<file path="config.mk">
export PLATFORM = sky130hd
export DESIGN_NAME = branch_predictor_bht_flat
export DESIGN_NICKNAME = d
export VERILOG_FILES = /design/src/rtl/branch_predictor_bht_pkg.sv /design/src/rtl/branch_predictor_bht_if.sv /design/src/rtl/branch_predictor_bht_sat_counter.sv /design/src/rtl/branch_predictor_bht.sv /design/src/flat_wrapper.sv
export VERILOG_INCLUDE_DIRS = /design/src /design/src/rtl
export SDC_FILE = /design/constraint.sdc
export NUM_CORES = 1
export LEC_CHECK = 0
export ABC_AREA = 1
export CAP_MARGIN = 20
export CORE_ASPECT_RATIO = 0.7
export CORE_MARGIN = 8
export CORE_UTILIZATION = 49
export CTS_CLUSTER_DIAMETER = 120
export DETAILED_ROUTE_END_ITERATION = 12
export HOLD_SLACK_MARGIN = 0.15
export PLACE_DENSITY = 0.75
export SLEW_MARGIN = 20
export SYNTH_ARGS = -nofsm -noshare
export SYNTH_HDL_FRONTEND = slang
export SYNTH_SLANG_ARGS = --single-unit
</file>
<file path="constraint.sdc">
create_clock -name clk -period 1.4 [get_ports clk]
set_input_delay 0.14 -clock clk [delete_from_list [all_inputs] [get_ports clk]]
set_output_delay 0.14 -clock clk [all_outputs]
set_load 0.02 [all_outputs]
</file>
<file path="src/rtl/defines.sv">
// Project-wide defines shared by the datapath blocks.
`ifndef BP_DEFINES_SV
`define BP_DEFINES_SV
`define ADDRESS_LEN 12
`endif

</file>
<file path="src/rtl/branch_predictor_bht_pkg.sv">
// Shared constants and helpers for the branch history table.
`include "defines.sv"
package bp_pkg;
    localparam int ADDRESS_LEN_DEFAULT = `ADDRESS_LEN;
    localparam int STAT_WIDTH_DEFAULT  = 16;
    localparam int MAX_HIST_LEN        = 32;

    // Weakly-not-taken: one below the taken/not-taken midpoint.
    function automatic int ctr_init(input int ctr_bits);
        return (1 << (ctr_bits - 1)) - 1;
    endfunction

    // Bimodal mode still carries a 1-bit history field so ports never collapse to zero width.
    function automatic int ghr_width(input int hist_len);
        return (hist_len > 1) ? hist_len : 1;
    endfunction

    typedef logic [MAX_HIST_LEN-1:0] ghr_max_t;
endpackage

</file>
<file path="src/rtl/branch_predictor_bht_if.sv">
// Lookup/update/statistics bundle between the ID/EX pipeline and the predictor.
interface branch_predictor_bht_if
    import bp_pkg::*;
#(
    parameter int ADDRESS_LEN = ADDRESS_LEN_DEFAULT,
    parameter int INDEX_BITS  = 4,
    parameter int HIST_LEN    = 0,
    parameter int STAT_WIDTH  = STAT_WIDTH_DEFAULT
);
    localparam int HIST_W = ghr_width(HIST_LEN);

    logic                   lookup_valid;
    logic [ADDRESS_LEN-1:0] lookup_pc;
    logic                   predict_taken;
    logic [INDEX_BITS-1:0]  predict_index;
    logic [HIST_W-1:0]      predict_hist;
    logic                   update_valid;
    logic [INDEX_BITS-1:0]  update_index;
    logic [HIST_W-1:0]      update_hist;
    logic                   update_taken;
    logic                   update_predicted;
    logic                   mispredict;
    logic [STAT_WIDTH-1:0]  lookup_count;
    logic [STAT_WIDTH-1:0]  mispredict_count;

    modport master (
        output lookup_valid, lookup_pc,
        output update_valid, update_index, update_hist, update_taken, update_predicted,
        input  predict_taken, predict_index, predict_hist,
        input  mispredict, lookup_count, mispredict_count
    );

    modport slave (
        input  lookup_valid, lookup_pc,
        input  update_valid, update_index, update_hist, update_taken, update_predicted,
        output predict_taken, predict_index, predict_hist,
        output mispredict, lookup_count, mispredict_count
    );
endinterface

</file>
<file path="src/rtl/branch_predictor_bht_sat_counter.sv">
// Unsigned saturating up/down counter; increment has priority over decrement.
module sat_counter #(
    parameter int               WIDTH     = 2,
    parameter logic [WIDTH-1:0] RESET_VAL = '0
) (
    input  logic             clk,
    input  logic             rst,
    input  logic             i_inc,
    input  logic             i_dec,
    output logic [WIDTH-1:0] o_count
);
    logic [WIDTH-1:0] r_count;

    always_ff @(posedge clk or negedge rst) begin
        if (!rst) begin
            r_count <= RESET_VAL;
        end else if (i_inc) begin
            if (r_count != '1) r_count <= r_count + 1'b1;
        end else if (i_dec) begin
            if (r_count != '0) r_count <= r_count - 1'b1;
        end
    end

    assign o_count = r_count;
endmodule

</file>
<file path="src/rtl/branch_predictor_bht.sv">
// Bimodal/gshare direction predictor: combinational lookup in ID, counter update from EX,
// speculative GHR repaired on mispredict, saturating lookup/mispredict statistics.
module branch_predictor_bht
    import bp_pkg::*;
#(
    parameter int ADDRESS_LEN = ADDRESS_LEN_DEFAULT,
    parameter int INDEX_BITS  = 4,
    parameter int CTR_BITS    = 2,
    parameter int HIST_LEN    = 0,
    parameter int STAT_WIDTH  = STAT_WIDTH_DEFAULT
) (
    input logic                   clk,
    input logic                   rst,
    branch_predictor_bht_if.slave bp
);
    localparam int                ENTRIES = 1 << INDEX_BITS;
    localparam int                HIST_W  = ghr_width(HIST_LEN);
    localparam logic [CTR_BITS-1:0] CTR_RST = CTR_BITS'(ctr_init(CTR_BITS));

    typedef logic [HIST_W-1:0] ghr_t;

    logic [CTR_BITS-1:0]   w_ctr [ENTRIES];
    ghr_t                  w_ghr;
    logic [INDEX_BITS-1:0] w_lookup_idx;
    logic                  w_pred_taken;
    logic                  w_mispredict;
    logic                  w_unused;

    assign w_lookup_idx = bp.lookup_pc[INDEX_BITS-1:0] ^ INDEX_BITS'(w_ghr);
    assign w_pred_taken = w_ctr[w_lookup_idx][CTR_BITS-1];
    assign w_mispredict = bp.update_valid && (bp.update_taken != bp.update_predicted);

    assign bp.predict_taken = w_pred_taken;
    assign bp.predict_index = w_lookup_idx;
    assign bp.predict_hist  = w_ghr;
    assign bp.mispredict    = w_mispredict;

    assign w_unused = &{1'b0, bp.lookup_pc[ADDRESS_LEN-1:INDEX_BITS], bp.update_hist};

    // Lookups read the pre-edge counter; an update to the same entry lands at the edge.
    for (genvar gi = 0; gi < ENTRIES; gi++) begin : g_table
        logic w_en;
        assign w_en = bp.update_valid && (bp.update_index == INDEX_BITS'(gi));

        sat_counter #(
            .WIDTH     (CTR_BITS),
            .RESET_VAL (CTR_RST)
        ) u_ctr (
            .clk     (clk),
            .rst     (rst),
            .i_inc   (w_en & bp.update_taken),
            .i_dec   (w_en & ~bp.update_taken),
            .o_count (w_ctr[gi])
        );
    end

    if (HIST_LEN > 0) begin : g_ghr
        ghr_t r_ghr;
        ghr_t w_ghr_nxt;

        // A mispredict flushes the lookup in ID, so repair beats speculative shift.
        always_comb begin
            w_ghr_nxt = r_ghr;
            if (w_mispredict) begin
                w_ghr_nxt = HIST_W'({bp.update_hist, bp.update_taken});
            end else if (bp.lookup_valid) begin
                w_ghr_nxt = HIST_W'({r_ghr, w_pred_taken});
            end
        end

        always_ff @(posedge clk or negedge rst) begin
            if (!rst) r_ghr <= '0;
            else      r_ghr <= w_ghr_nxt;
        end

        assign w_ghr = r_ghr;
    end else begin : g_no_ghr
        assign w_ghr = '0;
    end

    sat_counter #(
        .WIDTH     (STAT_WIDTH),
        .RESET_VAL ('0)
    ) u_lookup_cnt (
        .clk     (clk),
        .rst     (rst),
        .i_inc   (bp.lookup_valid),
        .i_dec   (1'b0),
        .o_count (bp.lookup_count)
    );

    sat_counter #(
        .WIDTH     (STAT_WIDTH),
        .RESET_VAL ('0)
    ) u_mispredict_cnt (
        .clk     (clk),
        .rst     (rst),
        .i_inc   (w_mispredict),
        .i_dec   (1'b0),
        .o_count (bp.mispredict_count)
    );
endmodule

</file>
<file path="src/flat_wrapper.sv">
// flat-port wrapper written by rule: the top's interface ports become plain ports
module branch_predictor_bht_flat import bp_pkg::*;
#(
    parameter int ADDRESS_LEN = ADDRESS_LEN_DEFAULT,
    parameter int INDEX_BITS  = 4,
    parameter int CTR_BITS    = 2,
    parameter int HIST_LEN    = 0,
    parameter int STAT_WIDTH  = STAT_WIDTH_DEFAULT
)
  (clk, rst, bp_lookup_valid, bp_lookup_pc, bp_update_valid, bp_update_index, bp_update_hist, bp_update_taken, bp_update_predicted, bp_predict_taken, bp_predict_index, bp_predict_hist, bp_mispredict, bp_lookup_count, bp_mispredict_count);
  branch_predictor_bht_if #(.ADDRESS_LEN(ADDRESS_LEN), .INDEX_BITS(INDEX_BITS), .HIST_LEN(HIST_LEN), .STAT_WIDTH(STAT_WIDTH)) bp_i ();
  input logic clk;
  input logic rst;
  input wire logic [$bits(bp_i.lookup_valid)-1:0] bp_lookup_valid;
  input wire logic [$bits(bp_i.lookup_pc)-1:0] bp_lookup_pc;
  input wire logic [$bits(bp_i.update_valid)-1:0] bp_update_valid;
  input wire logic [$bits(bp_i.update_index)-1:0] bp_update_index;
  input wire logic [$bits(bp_i.update_hist)-1:0] bp_update_hist;
  input wire logic [$bits(bp_i.update_taken)-1:0] bp_update_taken;
  input wire logic [$bits(bp_i.update_predicted)-1:0] bp_update_predicted;
  output wire logic [$bits(bp_i.predict_taken)-1:0] bp_predict_taken;
  output wire logic [$bits(bp_i.predict_index)-1:0] bp_predict_index;
  output wire logic [$bits(bp_i.predict_hist)-1:0] bp_predict_hist;
  output wire logic [$bits(bp_i.mispredict)-1:0] bp_mispredict;
  output wire logic [$bits(bp_i.lookup_count)-1:0] bp_lookup_count;
  output wire logic [$bits(bp_i.mispredict_count)-1:0] bp_mispredict_count;
  assign bp_i.lookup_valid = bp_lookup_valid;
  assign bp_i.lookup_pc = bp_lookup_pc;
  assign bp_i.update_valid = bp_update_valid;
  assign bp_i.update_index = bp_update_index;
  assign bp_i.update_hist = bp_update_hist;
  assign bp_i.update_taken = bp_update_taken;
  assign bp_i.update_predicted = bp_update_predicted;
  assign bp_predict_taken = bp_i.predict_taken;
  assign bp_predict_index = bp_i.predict_index;
  assign bp_predict_hist = bp_i.predict_hist;
  assign bp_mispredict = bp_i.mispredict;
  assign bp_lookup_count = bp_i.lookup_count;
  assign bp_mispredict_count = bp_i.mispredict_count;
  branch_predictor_bht #(.ADDRESS_LEN(ADDRESS_LEN), .INDEX_BITS(INDEX_BITS), .CTR_BITS(CTR_BITS), .HIST_LEN(HIST_LEN), .STAT_WIDTH(STAT_WIDTH)) u_core (.clk(clk), .rst(rst), .bp(bp_i));
endmodule
</file>
==> results of run 1 <==
==> layout by cell type (no fill, tap or decap), drive strengths merged <==
cell type	instances
nand2	194
buf	88
o21ai	77
nor2	68
inv	50
dfrtp	48
nand3	26
dlygate4sd2	23
dfstp	16
clkbuf	13
xnor2	12
nand4	12
clkdlybuf4s50	12
clkdlybuf4s15	10
a21oi	9
o211ai	6
clkinv	5
nor3	2
o22ai	2
xor2	2
ha	2
clkinvlp	2
nand3b	1
conb	1
bufinv	1
dlygate4sd3	1
==> power breakdown <==
part / switching [µW] / internal, µW / total (µW)
Clock: 770 / 806 / 1580
Sequential: 369 / 2380 / 2740
Combinational: 1190 / 1020 / 2210
==> worst reg2reg max path: cells and delay by family (launching register included) <==
family / cells / cell delay (ns)
buffers and inverters: 2 / 0.33
AOI/OAI and AO/OA: 1 / 0.23
adders and majority gates: 1 / 0.16
and+or+nand+nor: 4 / 0.30
DFF: 1 / 0.41
==> timing repair <==
action	in CTS	in global routing
pin swaps	7	6
endpoints found under the setup margin	61	52
setup buffers	15	4
hold endpoints to repair	64	0
gates resized for setup	72	55
gates cloned	2	1
hold buffers	1	0
==> worst min path at each step <==
stage,endpoint,slack (ns),cells past startpoint
after global routing,u_core.u_lookup_cnt.o_count[8]$_DFFE_PN0P_,0.36,3
final,u_core.u_lookup_cnt.o_count[13]$_DFFE_PN0P_,0.32,3
after floorplan,u_core.g_table[0].u_ctr.o_count[1]$_DFFE_PN0P_,-0.16,0
after detailed placement,u_core.u_lookup_cnt.o_count[13]$_DFFE_PN0P_,0.18,2
after CTS,u_core.u_mispredict_cnt.o_count[2]$_DFFE_PN0P_,0.34,3
after global placement,u_core.u_lookup_cnt.o_count[14]$_DFFE_PN0P_,0.19,2
==> flip-flops by register name, indices dropped and copies added, names as in the netlist <==
register,count
u_core.g_table.u_ctr.o_count,32
u_core.u_lookup_cnt.o_count,16
u_core.u_mispredict_cnt.o_count,16
==> final cells by class <==
cell class | instances | area (µm²)
Timing Repair Buffer | 138 | 1170
Sequential cell | 64 | 1640
Fill cell | 635 | 2340
Inverter | 50 | 198
Multi-Input combinational cell | 414 | 2040
Tap cell | 101 | 126
Timing Repair inverter | 1 | 7.51
Clock inverter | 7 | 62.6
Clock buffer | 9 | 124
==> cell families after synthesis <==
kind of cell,after synthesis,synth area share
AND/OR/NAND/NOR,303,0.324
AO/OA/AOI/OAI,94,0.132
buffers and inverters,66,0.0785
flip-flops,64,0.426
XOR/XNOR,14,0.0322
adder cells (fa/ha/maj),2,0.00657
other,1,0.000985
==> metal layers <==
layer	wire (µm)	share of wire	track usage
met1	4870	0.44	0.254
met3	658	0.059	0.0637
met5	0	0	0
met2	5460	0.49	0.355
met4	197	0.018	0.0645
==> stage by stage <==
stage	setup TNS [ns]	area (µm²)	hold slack (ns)
finish	-1.33	5370	0.316
global route	-3.40	5370	0.362
CTS	-0.901	5240	0.339
detailed placement	-7.20	4900	0.184
global placement	-5.34	4900	0.186
floorplan	-2.16	3860	-0.156
==> impl_metrics.env, run 1 <==
export IMPL_status="complete, but fails checks"
export IMPL_violations="negative setup slack"
export IMPL_grt_pass1_vias=4114
export IMPL_crit_chain="nor2_1 -> nor2_1 -> o21ai_1 -> nand3_1 -> nand3_1 -> nand2_1 -> buf_6"
export IMPL_yosysMostFrequentCell="nand2_1"
export IMPL_synth_largest_area_cell="dfrtp_1"
export IMPL_timing_final_crit_period_ns=1.59
export IMPL_cts_root_buf="clkbuf_8"
export IMPL_r2r_end="u_core.u_lookup_cnt.o_count[9]$_DFFE_PN0P_"
export IMPL_critical_path_max_stage_delay_ns=0.41
export IMPL_finalHoldViolCount=0
export IMPL_routabilityCongestion=0.910
export IMPL_rsz0062_at_grt="true"
export IMPL_htree_num_levels=3
export IMPL_design_core_area_um2=7700
export IMPL_clk_path_buf_depth=2
export IMPL_route_vias_total=4108
export IMPL_drv_slew=0
export IMPL_reg2reg_from="u_core.u_lookup_cnt.o_count[0]$_DFFE_PN0P_"
export IMPL_path_buf_inv=1
export IMPL_p_total_uw=6530
export IMPL_grt_pass1_wl_mm=19.0
export IMPL_avgRoutedWirePerCell_um=14.3
export IMPL_row_count=27
export IMPL_crit_type="reg -> out"
export IMPL_cp_arrival_ns=1.45
export IMPL_cp_endpoint="bp_predict_taken"
export IMPL_clkTransAtPathRegs_ns=0.07
export IMPL_syn2layout_area_growth_pct=40.9
export IMPL_maxCapViolCount=0
export IMPL_fin_ws_ns=-0.185
export IMPL_ff2ff_path_depth=8
export IMPL_clock_latency_ns=0.35
export IMPL_yosys_warnings=0
export IMPL_end_kind="primary output"
export IMPL_dp_worst_setup_slack_ns=-0.640
export IMPL_synthFlopType="dfrtp_1"
export IMPL_initial_core_util=0.494
export IMPL_cts_buffers=9
export IMPL_peakVddDrop_mv=1.16
export IMPL_cts_sinks=64
export IMPL_diodes=0
export IMPL_firstDrtPassIters=5
export IMPL_ant_nets=0
export IMPL_die_w_um=121
export IMPL_yosys_cell_types_count=27
export IMPL_routed_wl_mm=11.2
export IMPL_syn_area_um2=3810
export IMPL_grt_ovfl_total=0
export IMPL_critPathTopFamily="simple AND/OR/NAND/NOR gates"
export IMPL_fmax_ghz=0.631
export IMPL_drc=0
export IMPL_avgSynthCellArea_um2=7.00
export IMPL_synth_edf_count=0
export IMPL_p_per_area_nw_per_um2=1220
export IMPL_clock_skew_final_ns=0.00637
export IMPL_total_leakage_power_uw=0.00254
export IMPL_crit_start="u_core.g_table[6].u_ctr.o_count[1]$_DFFE_PN0P_"
export IMPL_drtIter0Drc=247
export IMPL_yosysTopAreaCellShare=0.315
export IMPL_grtUsageTotal=0.212
export IMPL_routed_via_density=5.24
export IMPL_ys_top_cells_by_count="191 x nand2_1, 75 x o21ai_0, 64 x nor2_1"
export IMPL_cp_max_fo=2
export IMPL_required_ns=1.26
export IMPL_grt_max_degree=65
export IMPL_syn_nets=569
export IMPL_setup_viol=14
export IMPL_min_path_type="in -> async"
export IMPL_port_buffers=51
export IMPL_critPathLaunchType="register"
export IMPL_drive_gt1_frac=0.264
export IMPL_syn_inst=544
export IMPL_cp_depth=7
export IMPL_fin_util=0.697
export IMPL_ys_async_sr_fraction=1.00
export IMPL_num_nets_final=703
export IMPL_layoutNonFillerInstCount=784
export IMPL_finalCritPeriodShare=1.13
export IMPL_cpMaxStageDelayCell="dfrtp_1"
export IMPL_dieArea_um2=10900
export IMPL_cts_tree="yes"
export IMPL_place_inst=747
export IMPL_ys_seq_area_frac=0.426
export IMPL_die_h_um=89.8
export IMPL_r2r_setup_slack_ns=-0.13
export IMPL_io_pins=62
export IMPL_antenna_found_initial=0
export IMPL_ys_top_cells_by_area="dfrtp_1 32%, nand2_1 19%, dfstp_2 11%"
export IMPL_dp_hpwl_mm=7.57
export IMPL_ys_ff_latch=64
No activity file was read; power rests on OpenSTA's default activity.
==> run 2: changes to the inputs <==
Settings changed: CAP_MARGIN 20 to 30, CORE_MARGIN 8 to 3.
==> impl_metrics.env, run 2 (synthesis gave the netlist of run 1 again) <==
export IMPL_status="complete, but fails checks"
export IMPL_violations="negative setup slack"
export IMPL_crit_type="reg -> reg"
export IMPL_p_total_uw=6490
export IMPL_largest_reg_flops=32
export IMPL_cts_sinks=64
export IMPL_routed_wl_mm=11.0
export IMPL_port_buffers=51
export IMPL_layout_commonest_cell="nand2_1"
export IMPL_hold_ws_ns=0.335
export IMPL_cts_tree="yes"
export IMPL_p_per_area_nw_per_um2=1200
export IMPL_dp_hpwl_mm=7.06
export IMPL_routed_via_density=5.29
export IMPL_grtUsageTotal=0.243
export IMPL_cpMaxStageDelayCell="dfrtp_1"
export IMPL_grt_ovfl_total=0
export IMPL_setup_viol=23
export IMPL_finalCritPeriodShare=1.14
export IMPL_cts_buffers=9
export IMPL_fillers=576
export IMPL_row_count=26
export IMPL_num_nets_final=701
export IMPL_multiInputGateArea_um2=2060
export IMPL_clkTransAtPathRegs_ns=0.08
export IMPL_firstDrtPassIters=5
export IMPL_post_dp_cell_area_um2=4840
export IMPL_diodes=0
export IMPL_cpMostUsedCell="nand2_1"
export IMPL_rsz0062_at_grt="true"
export IMPL_seq_area_um2=1640
export IMPL_syn2layout_area_growth_pct=41.5
export IMPL_cp_arrival_ns=1.85
export IMPL_clk_path_buf_depth=2
export IMPL_required_ns=1.65
export IMPL_htree_num_levels=3
export IMPL_grt_pass1_vias=3874
export IMPL_clock_latency_ns=0.36
export IMPL_drc=0
export IMPL_grt_pass1_wl_mm=17.4
export IMPL_fin_util=0.726
export IMPL_fin_ws_ns=-0.203
export IMPL_routabilityCongestion=0.897
export IMPL_finalSetupTns_ns=-2.18
export IMPL_total_leakage_power_uw=0.00257
export IMPL_route_vias_total=4119
export IMPL_min_path_type="in -> async"
export IMPL_clock_skew_final_ns=0.0103
export IMPL_drive_gt1_frac=0.267
export IMPL_cts_root_buf="clkbuf_8"
export IMPL_fmax_ghz=0.624
export IMPL_die_h_um=79.8
export IMPL_design_core_area_um2=7420
export IMPL_die_w_um=111
export IMPL_grt_max_degree=65
export IMPL_dieArea_um2=8880
export IMPL_ant_nets=0
export IMPL_stdcell_area_um2=5390
export IMPL_antenna_found_initial=0
export IMPL_avgRoutedWirePerCell_um=14.2
export IMPL_io_pins=62
export IMPL_finalHoldViolCount=0
export IMPL_critical_path_max_stage_delay_ns=0.41
export IMPL_timing_final_crit_period_ns=1.60
export IMPL_initial_core_util=0.513
export IMPL_final_cell_mix="172 x nand2_1, 73 x buf_4, 65 x o21ai_0, 56 x nor2_1, 47 x inv_1"
export IMPL_maxCapViolCount=0
export IMPL_peakVddDrop_mv=1.02
export IMPL_end_kind="register"
export IMPL_drv_slew=0
export IMPL_drtIter0Drc=282
export IMPL_crit_chain="nand2_1 -> nor2_2 -> nand2_2 -> o21ai_4 -> clkinvlp_4 -> nand2_1 -> nand2_1"
export IMPL_critPathLaunchType="register"
export IMPL_cp_max_fo=6
run 2: cell count changes in the layout (fill, tap and decap cells not counted), moves of 3 or more:
cell	change
o21ai_1	-4
o21ai_2	+4
clkbuf_8	+3
nand2_1	-3
nand2_2	+3
run 2: worst max-delay path, delay by kind of cell, from the launching register on:
family          cells  cell delay, ns
compound gates      1            0.25
flops               1            0.41
simple gates        5            0.58
buf+inv             1            0.25
run 2: worst paths after layout:
kind | startpoint | cells past startpoint | slack [ns] | end
hold / removal | rst | 3 | 0.34 | u_core.g_table[3].u_ctr.o_count[1]$_DFFE_PN0P_
setup reg to reg | u_core.u_mispredict_cnt.o_count[6]$_DFFE_PN0P_ | 7 | -0.20 | u_core.u_mispredict_cnt.o_count[7]$_DFFE_PN0P_
max in group asynchronous | rst | 3 | 0.75 | u_core.g_table[6].u_ctr.o_count[0]$_DFFE_PN1P_
setup / recovery | u_core.u_mispredict_cnt.o_count[6]$_DFFE_PN0P_ | 7 | -0.20 | u_core.u_mispredict_cnt.o_count[7]$_DFFE_PN0P_
min in group clk | u_core.g_table[3].u_ctr.o_count[0]$_DFFE_PN1P_ | 2 | 0.50 | u_core.g_table[3].u_ctr.o_count[0]$_DFFE_PN1P_
hold reg to reg | u_core.g_table[3].u_ctr.o_count[0]$_DFFE_PN1P_ | 2 | 0.50 | u_core.g_table[3].u_ctr.o_count[0]$_DFFE_PN1P_
run 2: final cells by class:
class	count	share of cell area
Clock buffer	13	0.0314
Tap cell	98	0.0228
Sequential cell	64	0.304
Multi-Input combinational cell	414	0.382
Timing Repair Buffer	136	0.218
Inverter	50	0.0372
Timing Repair inverter	1	0.00139
Clock inverter	3	0.00279
run 2: timing repair:
| action | in CTS | in global routing |
|---|---|---|
| setup buffers | 8 | 14 |
| hold buffers | 1 | 0 |
| pin swaps | 9 | 16 |
| endpoints found under the hold margin | 64 | 0 |
| cloned | 2 | 2 |
| setup endpoints to repair | 59 | 43 |
| resized for setup | 65 | 66 |
run 2: where the power goes:
part / internal (µW) / switching [µW]
Combinational: 1010 / 1150
Sequential: 2380 / 430
Clock: 780 / 734
Total: 4170 / 2320
run 2: metrics by stage:
step           setup slack [ns]  instances
2_1_floorplan            -0.103        544
3_3_place_gp             -0.510        737
3_5_place_dp             -0.571        737
4_1_cts                  -0.130        764
5_1_grt                  -0.280        779
6_report                 -0.203        779
run 2: per-layer routing:
layer	vias to the layer above	global-route usage	part of all wire
li1	2010	-	-
met4	0	0.0936	0.012
met3	17	0.0614	0.059
met1	1962	0.313	0.46
met5	-	0	0
met2	130	0.399	0.47
==> RTL change: new RTL, flow settings as in run 1 <==
Change the package constant `STAT_WIDTH_DEFAULT` from 16 to 24.
--- a/src/rtl/branch_predictor_bht_pkg.sv
+++ b/src/rtl/branch_predictor_bht_pkg.sv
@@ -4,3 +4,3 @@
     localparam int ADDRESS_LEN_DEFAULT = `ADDRESS_LEN;
-    localparam int STAT_WIDTH_DEFAULT  = 16;
+    localparam int STAT_WIDTH_DEFAULT  = 24;
     localparam int MAX_HIST_LEN        = 32;
Interface: changed (resized bp_lookup_count and bp_mispredict_count); port bits go from 62 to 78. No check against the original RTL was run, so the function may have changed too.
==> RTL change against run 1 <==
  * The run still ends with setup timing left
  * Power is 33% higher
  * Worst hold slack improved by 0.0071 ns
  * Register-to-register slack worse by 0.12 ns
  * Routed wire length is 68% higher
  * Worst setup slack lost 0.062 ns
  * Sequential share of layout area down 4.1 points
  * Cell area increased by 44%
  * Sequential cell count is 16 higher
  * Die area rose by 25%
  * Area after synthesis grew 29%
  * Clock skew increased by 0.0023 ns
==> RTL change: results (changes against run 1) <==
<table>
<tr><th>Metric</th><th>Value</th></tr>
<tr><th colspan="2">Place</th></tr>
<tr><td>Placer congestion estimate</td><td>0.890 (-2.2%)</td></tr>
<tr><td>Number of buffer cells added on primary ports</td><td>67 (+31%)</td></tr>
<tr><th colspan="2">Timing</th></tr>
<tr><td>Total negative slack for setup checks</td><td>-7.66 ns (-6.32 ns)</td></tr>
<tr><td>Total setup violations reported at the end of the flow</td><td>49 (+35)</td></tr>
<tr><td>Setup clock skew after layout</td><td>0.00869 ns (+0.00232 ns)</td></tr>
<tr><td>Smallest setup slack after layout</td><td>-0.247 ns (-0.0621 ns)</td></tr>
<tr><th colspan="2">Cells and area</th></tr>
<tr><td>Clock distribution area overhead in the final layout</td><td>0.0356 (+0.000812)</td></tr>
<tr><td>Fill cell instance count of the final layout</td><td>618 (-2.7%)</td></tr>
<tr><td>Final std cells w/o fill</td><td>1049 (+34%)</td></tr>
<tr><td>Sequential cell count of the final layout</td><td>80 (+25%)</td></tr>
<tr><td>Area taken by multi-input logic gates</td><td>3180 sq um (+56%)</td></tr>
<tr><td>Final net count</td><td>941 (+34%)</td></tr>
<tr><td>Non-clock inverter count in the final layout</td><td>66 (+29%)</td></tr>
<tr><td>Layout clock buffer count</td><td>10 (+1)</td></tr>
<tr><th colspan="2">Logic synthesis</th></tr>
<tr><td>Adder and majority cell fraction of the synthesized area</td><td>0.00507 (-0.00150)</td></tr>
<tr><td>Top cells by instance count after synthesis</td><td>nand2_1 (245), nor2_1 (85), o21ai_0 (79), dfrtp_1 (64), inv_1 (64)</td></tr>
<tr><td>Largest cells by area after synthesis</td><td>dfrtp_1 (32%), nand2_1 (19%), dfstp_2 (8.5%)</td></tr>
<tr><td>Sequential element share of the synthesized area</td><td>0.410 (-0.0157)</td></tr>
<tr><td>Synth Area in XOR/XNOR</td><td>0.0444 (+0.0122)</td></tr>
<tr><th colspan="2">Setup path</th></tr>
<tr><td>Capturing instance or port of the critical path</td><td>u_core.u_mispredict_cnt.o_count[17]</td></tr>
<tr><td>Crit Path Max Fanout</td><td>5 (+3)</td></tr>
<tr><td>Data arrival time at the worst-slack endpoint</td><td>1.87 ns (+0.42 ns)</td></tr>
<tr><th colspan="2">Clock tree</th></tr>
<tr><td>Clock Root Buffer</td><td>clkbuf_16</td></tr>
<tr><th colspan="2">Drt</th></tr>
<tr><td>Initial DRC count</td><td>563 (+130%)</td></tr>
<tr><td>Final wirelength</td><td>18800 microns (+68%)</td></tr>
<tr><th colspan="2">Global route</th></tr>
<tr><td>Maximum number of pins on one net before global-route repair</td><td>37 (-43%)</td></tr>
<tr><th colspan="2">Outcome</th></tr>
<tr><td>Outcome</td><td>finished with violations</td></tr>
<tr><td>Failing checks</td><td>setup timing</td></tr>
<tr><th colspan="2">Pwr</th></tr>
<tr><td>Leakage</td><td>3.68 nW (+45%)</td></tr>
</table>
[RTL change: changes by cell type after synthesis, sizes merged, moves of 7 or more]
| cell | change |
|---|---|
| inv | +16 |
| o21ai | +15 |
| xnor2 | +7 |
| nor2 | +25 |
| a21oi | +14 |
| nand2 | +57 |
| dfrtp | +16 |
[RTL change: metal layers]
| layer | up-vias | track usage |
|---|---|---|
| li1 | 2690 | - |
| met1 | 2781 | 0.292 |
| met2 | 408 | 0.441 |
| met3 | 125 | 0.0689 |
| met4 | 0 | 0.131 |
| met5 | - | 0 |
[RTL change: worst reg2reg max path, stage by stage (launching register included)]
cell and delay, ns:
dfrtp_1 0.44, nand2_2 0.12, nor2_4 0.17, nand2_4 0.08, nor2_4 0.15, buf_12 0.14, nand2_8 0.10, buf_6 0.16
nand4_1 0.08, nand2_1 0.09
[RTL change: power by group]
| part | switching [mW] | internal, mW |
|---|---|---|
| sequential | 0.461 | 2.88 |
| combinational | 1.71 | 1.40 |
| clock | 0.988 | 1.24 |
| total | 3.16 | 5.52 |
